File: config.mk
export PLATFORM = sky130hd
export DESIGN_NAME = ulpi_reg_read
export DESIGN_NICKNAME = d
export VERILOG_FILES = /design/src/rtl/ulpi_pkg.sv /design/src/rtl/ulpi_reg_read.sv
export SDC_FILE = /design/constraint.sdc
export NUM_CORES = 1
export LEC_CHECK = 0
export ABC_AREA = 1
export CELL_PAD_IN_SITES_DETAIL_PLACEMENT = 1
export CELL_PAD_IN_SITES_GLOBAL_PLACEMENT = 2
export CORE_MARGIN = 5
export CORE_UTILIZATION = 31
export CTS_CLUSTER_DIAMETER = 60
export CTS_CLUSTER_SIZE = 30
export DETAILED_ROUTE_END_ITERATION = 10
export PLACE_DENSITY = 0.91
export RECOVER_POWER = 50
export SETUP_SLACK_MARGIN = 0.3
export SLEW_MARGIN = 20
export SYNTH_ARGS = -nofsm -noshare
export SYNTH_HDL_FRONTEND = slang
export SYNTH_SLANG_ARGS = --single-unit
File: constraint.sdc
create_clock -name clk_ULPI -period 3.6 [get_ports clk_ULPI]
set_clock_uncertainty 0.1 [all_clocks]
set_input_delay 0.54 -clock clk_ULPI [delete_from_list [all_inputs] [get_ports clk_ULPI]]
set_output_delay 0.54 -clock clk_ULPI [all_outputs]
set_load 0.05 [all_outputs]
File: src/rtl/ulpi_pkg.sv
// Shared ULPI definitions for the link-side register access blocks
// (TX CMD prefixes, bus width, register-access state encoding).
package ulpi_pkg;

  localparam int unsigned ULPI_DATA_W = 8;

  localparam logic [1:0] TXCMD_REG_WRITE = 2'b10;
  localparam logic [1:0] TXCMD_REG_READ  = 2'b11;
  localparam logic [7:0] TXCMD_NOOP      = 8'h00;

  localparam logic [2:0] ST_IDLE_ENC  = 3'd0;
  localparam logic [2:0] ST_CMD_ENC   = 3'd1;
  localparam logic [2:0] ST_TURN_ENC  = 3'd2;
  localparam logic [2:0] ST_READ_ENC  = 3'd3;
  localparam logic [2:0] ST_WAIT_ENC  = 3'd4;
  localparam logic [2:0] ST_ABORT_ENC = 3'd5;

  typedef enum logic [2:0] {
    ST_IDLE         = ST_IDLE_ENC,
    ST_CMD          = ST_CMD_ENC,
    ST_TURN         = ST_TURN_ENC,
    ST_READ         = ST_READ_ENC,
    ST_WAIT_RELEASE = ST_WAIT_ENC,
    ST_ABORT        = ST_ABORT_ENC
  } reg_state_e;

  function automatic logic [7:0] tx_cmd(input logic [1:0] prefix, input logic [5:0] addr);
    return {prefix, addr};
  endfunction

endpackage

File: src/rtl/ulpi_reg_read.sv
// Link-side ULPI register-read initiator: issues a RegRead TX CMD, handles both
// bus turnarounds, captures the PHY's data and retries on RX CMD aborts.
module ulpi_reg_read
  import ulpi_pkg::*;
#(
  parameter int unsigned TIMEOUT   = 64,
  parameter int unsigned MAX_RETRY = 3
) (
  input  logic                   clk_ULPI,
  input  logic                   rst,
  input  logic                   PrR,
  input  logic [5:0]             ADDR,
  output logic                   busy,
  output logic [ULPI_DATA_W-1:0] REG_VAL,
  output logic                   done,
  output logic                   err,
  input  logic                   DIR,
  input  logic                   NXT,
  input  logic [ULPI_DATA_W-1:0] DATA_I,
  output logic [ULPI_DATA_W-1:0] DATA_O,
  output logic                   STP
);

  reg_state_e             state_r, state_s;
  logic [5:0]             addr_r, addr_s;
  logic                   pend_r;
  logic [3:0]             retry_r;
  logic [7:0]             tmo_r;
  logic [ULPI_DATA_W-1:0] reg_val_r, data_o_r;
  logic                   done_r, err_r, busy_r;
  logic                   done_s, err_s, accept_s, pend_set_s, retry_inc_s, tmo_hit_s;

  assign tmo_hit_s = (tmo_r == 8'(TIMEOUT - 1));

  // Next-state decode and single-cycle done/err requests
  always_comb begin
    state_s     = state_r;
    done_s      = 1'b0;
    err_s       = 1'b0;
    accept_s    = 1'b0;
    pend_set_s  = 1'b0;
    retry_inc_s = 1'b0;
    case (state_r)
      ST_IDLE: begin
        if (!DIR && (PrR || pend_r)) begin
          accept_s = 1'b1;
          state_s  = ST_CMD;
        end else if (DIR && PrR) begin
          pend_set_s = 1'b1;
        end else begin
          state_s = ST_IDLE;
        end
      end
      ST_CMD: begin
        // DIR high while our TX CMD is out means the PHY grabbed the bus
        if (!DIR && NXT) begin
          state_s = ST_TURN;
        end else if (DIR) begin
          state_s = ST_ABORT;
        end else if (tmo_hit_s) begin
          err_s   = 1'b1;
          state_s = ST_IDLE;
        end else begin
          state_s = ST_CMD;
        end
      end
      ST_TURN: begin
        if (DIR) begin
          state_s = ST_READ;
        end else if (tmo_hit_s) begin
          err_s   = 1'b1;
          state_s = ST_IDLE;
        end else begin
          state_s = ST_TURN;
        end
      end
      ST_READ: begin
        if (DIR && !NXT) begin
          done_s  = 1'b1;
          state_s = ST_WAIT_RELEASE;
        end else if (DIR) begin
          state_s = ST_ABORT;
        end else begin
          err_s   = 1'b1;
          state_s = ST_IDLE;
        end
      end
      ST_WAIT_RELEASE: begin
        if (!DIR) begin
          state_s = ST_IDLE;
        end else begin
          state_s = ST_WAIT_RELEASE;
        end
      end
      ST_ABORT: begin
        // No timeout here: the PHY may stream RX data for a long time
        if (!DIR) begin
          if (retry_r >= 4'(MAX_RETRY)) begin
            err_s   = 1'b1;
            state_s = ST_IDLE;
          end else begin
            retry_inc_s = 1'b1;
            state_s     = ST_CMD;
          end
        end else begin
          state_s = ST_ABORT;
        end
      end
      default: begin
        state_s = ST_IDLE;
      end
    endcase
  end

  // Address is captured with the request, even when it has to wait for DIR low
  always_comb begin
    if (state_r == ST_IDLE && PrR && !pend_r) begin
      addr_s = ADDR;
    end else begin
      addr_s = addr_r;
    end
  end

  // State, counters and registered outputs
  always_ff @(posedge clk_ULPI or negedge rst) begin
    if (!rst) begin
      state_r   <= ST_IDLE;
      addr_r    <= 6'h00;
      pend_r    <= 1'b0;
      retry_r   <= 4'h0;
      tmo_r     <= 8'h00;
      reg_val_r <= 8'h00;
      data_o_r  <= 8'h00;
      done_r    <= 1'b0;
      err_r     <= 1'b0;
      busy_r    <= 1'b0;
    end else begin
      state_r <= state_s;
      addr_r  <= addr_s;
      done_r  <= done_s;
      err_r   <= err_s;
      busy_r  <= (state_s != ST_IDLE);

      if (accept_s) begin
        pend_r <= 1'b0;
      end else if (pend_set_s) begin
        pend_r <= 1'b1;
      end else begin
        pend_r <= pend_r;
      end

      if (accept_s) begin
        retry_r <= 4'h0;
      end else if (retry_inc_s) begin
        retry_r <= retry_r + 4'h1;
      end else begin
        retry_r <= retry_r;
      end

      if (state_s != state_r) begin
        tmo_r <= 8'h00;
      end else if (tmo_r != 8'hFF) begin
        tmo_r <= tmo_r + 8'h01;
      end else begin
        tmo_r <= tmo_r;
      end

      if (done_s) begin
        reg_val_r <= DATA_I;
      end else begin
        reg_val_r <= reg_val_r;
      end

      if (state_s == ST_CMD) begin
        data_o_r <= tx_cmd(TXCMD_REG_READ, addr_s);
      end else begin
        data_o_r <= TXCMD_NOOP;
      end
    end
  end

  assign busy    = busy_r;
  assign REG_VAL = reg_val_r;
  assign done    = done_r;
  assign err     = err_r;
  assign DATA_O  = data_o_r;
  assign STP     = 1'b0;

endmodule

After elaboration in Yosys (flattened, before gate mapping) --
Index checks and enable logic that the tools add are counted.
Word-level totals: flip-flop bits (word level) 41, output and inout bits 20, input bits 19, word-level logic and storage cells 76
Cells by class: equality and inequality tests 9, add/sub/neg operators 2, $lt $le $gt $ge 1, multiplexer cells 39, reductions and logical operators 15
Operator list (number):
- $mux 3 | 8
- $mux 8 | 3
- $mux 1 | 21
- $pmux 3 s6 | 1
- $add 8x1->8 const B | 1
- $eq 8x6->1 const B | 1
- $mux 4 | 2
- $ne 8x8->1 const B | 1
- $eq 3x1->1 const B | 2
- $eq 3x2->1 const B | 2
- $eq 3x3->1 const B | 2
- $logic_and 1x1->1 | 6
- $mux 6 | 1
- $reduce_bool 2->1 | 3
- $add 4x1->4 const B | 1
- $ge 4x2->1 const B | 1
- $mux 2 | 2
- $pmux 1 s4 | 1
- $logic_not 1->1 | 3
- $logic_not 3->1 | 1
- $ne 3x3->1 | 1
- $reduce_bool 3->1 | 1
- $logic_or 1x1->1 | 1

Longest topological paths before layout --
depth after elaboration 7, gate-level depth with buffers 10, depth with buffers taken out 10

Worst setup path after synthesis --
Ideal clock, no wire load.
path type reg2out, start reg DATA_O[6] (netlist name), end out DATA_O[7], data required time 2.960 ns, data arrival time 0.886 ns, slack 2.074 ns, buffers on the path 1, stages on the path, launching flop included 2, cells stage by stage dfrtp_1 -> buf_4
RTL lines:
- to (decl) | line ulpi_reg_read.sv:20 | output logic [ULPI_DATA_W-1:0] DATA_O,

==> results.txt <==
status: finished, violations left
violated checks: capacitance limit, slew limit
total wire length: 4.05 mm
Reg area: 0.00100 mm²
CP Max Fanout: 40
Clk pin slew, worst setup/hold paths: 80 ps
Post-CTS Resized: 0
Required @ worst endpoint: 3480 ps
Slew Viols, Final: 41
CP endpoint kind: asynchronous set/reset pin
CTS Root Cell: clkbuf_8
initial antenna violation count: 0
Multi-input gate area: 636 µm²
setup TNS: 0 ps
crit path from: rst
share of cells above drive strength 1: 7.36%
RSZ-0062 raised after global routing: false
Initial DRT Pass Iterations: 4
Final Hold Fails: 0
ANT nets after route: 0
Slowest-stage cell, CP: clkbuf_1
Starting Density: 31.4%
power per cell area: 765 mW/mm²
largest net degree at the start of global routing: 41
CTS buffer count: 5
Yosys cell types: 22
nets: 279
Worst VDD drop: 0.323 mV
filler cell count: 743
slowest cell delay on critical path: 1470 ps
first-pass GRT wire length: 6.84 mm
Rows: 28
Power, Total: 1.78 mW
setup violators final: 0
gpl congestion: 0.777
fmax: 0.466 GHz
setup ws final: 1450 ps
Detail Placement HPWL: 3.12 mm
Slew @ Worst Pin: 2100 ps
Syn Std Cell Area: 0.00182 mm²
Port Buf Inserts: 37
ant diodes: 0
startpoint class of the critical path: input pin
Yosys reg bits: 40
Worst Min Path Start: REG_VAL[2]
via count: 1473
setup bufs post-CTS: 0
DIE WIDTH: 86.7 µm
Mapped Cells: 218
average wire per standard cell: 12.2 µm
Net Count, Synth: 239
path length in cells of the critical path: 1
CTS tree: built
DR vias/cell: 4.42
Clock Path Buffers: 2
max-cap violations: 1
Ys Warns: 0
gr ovfl total: 0
vias in the first global route: 1504
worst min-delay path class: reg -> reg
die height: 86.7 µm
Worst-Skew Late Latency: 300 ps
Final Critical Period: 2150 ps
delay-heaviest family, CP: buffers and inverters
critical path data arrival time: 2030 ps
critical path class: in -> async
relative slew slack: -40.3%
worst r2r path cells: 7
crit-path cells: clkbuf_1
crit share post-route: 59.6%
syn_area_per_cell: 8.37 µm²
Clock Sinks: 40
Post-route DRC: 0
core footprint: 0.00582 mm²
Leak Pwr: 1.16 nW
sequential fraction of the synthesis area: 54.9%
dpl ws: 1310 ps
initial DRC count: 43
P&R area growth vs syn: 27.3%
die area: 0.00752 mm²
Hold Path Depth: 2
hold-fix buffer count after cts: 0
worst r2r src: tmo_r[1]
gr usage total: 11.8%
H-tree depth: 2
Buffers & Inverters on Critical Path: 1
IO Pins: 39
[registers in the layout (all words and copies together) (netlist names)]
signal   count
DATA_O       7
err          1
state_r      3
pend_r       1
done         1
busy         1
REG_VAL      8
tmo_r        8
addr_r       6
retry_r      4
[worst paths after layout]
path,endpoint,slack (ps)
max,tmo_r[3],1450
min,REG_VAL[2],380
max reg2reg,tmo_r[1],1880
min reg2reg,REG_VAL[2],380
max in group clk_ULPI,tmo_r[0],1470
min in group asynchronous,tmo_r[5],750
[logic make-up (layout without fill, tap and decap cells)]
kind of cell               count (synthesis)  after routing  share of synthesized area, %
AOI/OAI and AO/OA                         17             17                          4.87
xor gates and xnor gates                   2              2                         0.960
other                                      1              1                         0.206
adders and majority gates                  2              2                          1.37
DFF                                       40             40                          54.9
buffers and inverters                     43             83                          10.0
and+or+nand+nor                          113            113                          27.7
[layout make-up]
cell class	count	area share, %
Sequential cell	40	43.1
Multi-Input combinational cell	135	27.4
Timing Repair Buffer	37	15.7
Inverter	39	6.30
Tap cell	75	4.04
Clock buffer	5	2.96
Clock inverter	2	0.539
[metrics by stage]
stage               instance area [µm²]  hold slack, ps  instances  utilization, %
CTS                                2330             285        333            40.0
global route                       2320             421        333            39.9
floorplan                          1820             144        218               -
global placement                   2250             362        326            38.6
detailed placement                 2250             371        326            38.6
finish                             2320             383        333            39.9
[synth_stat cells]
master     n  area, µm²
a21oi_1    3       15.0
buf_4      3       22.5
clkbuf_8   1       13.8
clkinv_1   1       3.75
conb_1     1       3.75
dfrtp_1   40       1000
ha_1       2       25.0
inv_1     37        139
inv_2      1       3.75
nand2_1   51        191
nand2_2    7       43.8
nand3_1   13       65.1
nand3_2    2       20.0
nand4_1    3       18.8
nor2_1    31        116
nor2_2     2       12.5
nor2_4     1       11.3
nor3_1     2       10.0
nor3_4     1       16.3
o21ai_0   13       65.1
o221ai_1   1       8.76
xor2_1     2       17.5
[power by group]
group	leakage (nW)	internal (mW)	switching (mW)
combinational	0.601	0.259	0.562
clock	0.0400	0.131	0.153
sequential	0.518	0.590	0.0807
[cell usage in the layout, fill, tap and decap left out]
cell and count:
a21oi_1 3, clkbuf_1 1, clkbuf_8 5, clkdlybuf4s50_1 35, clkinv_1 1, clkinv_2 1, clkinvlp_4 1, conb_1 1
dfrtp_1 40, dlygate4sd3_1 1, ha_1 2, inv_1 37, inv_2 1, nand2_1 52, nand2_2 6, nand3_1 13
nand3_2 2, nand4_1 3, nor2_1 32, nor2_2 1, nor2_4 1, nor3_1 2, nor3_4 1, o21ai_0 13
o221ai_1 1, xor2_1 2
[metal layers]
metal | GRT usage [%] | wire length, µm | vias to the layer above
met5 | 0 | 0 | -
met2 | 19.1 | 1910 | 26
met1 | 14.4 | 1870 | 702
met4 | 4.67 | 77 | 0
met3 | 3.99 | 193 | 7
li1 | - | - | 738
[tightest hold or removal path, delay by kind of cell, from the launching register on]
kind / cells / cell delay [ps]
flops: 1 / 350
simple gates: 2 / 110
Note: power is estimated with default switching activity, not from simulation.
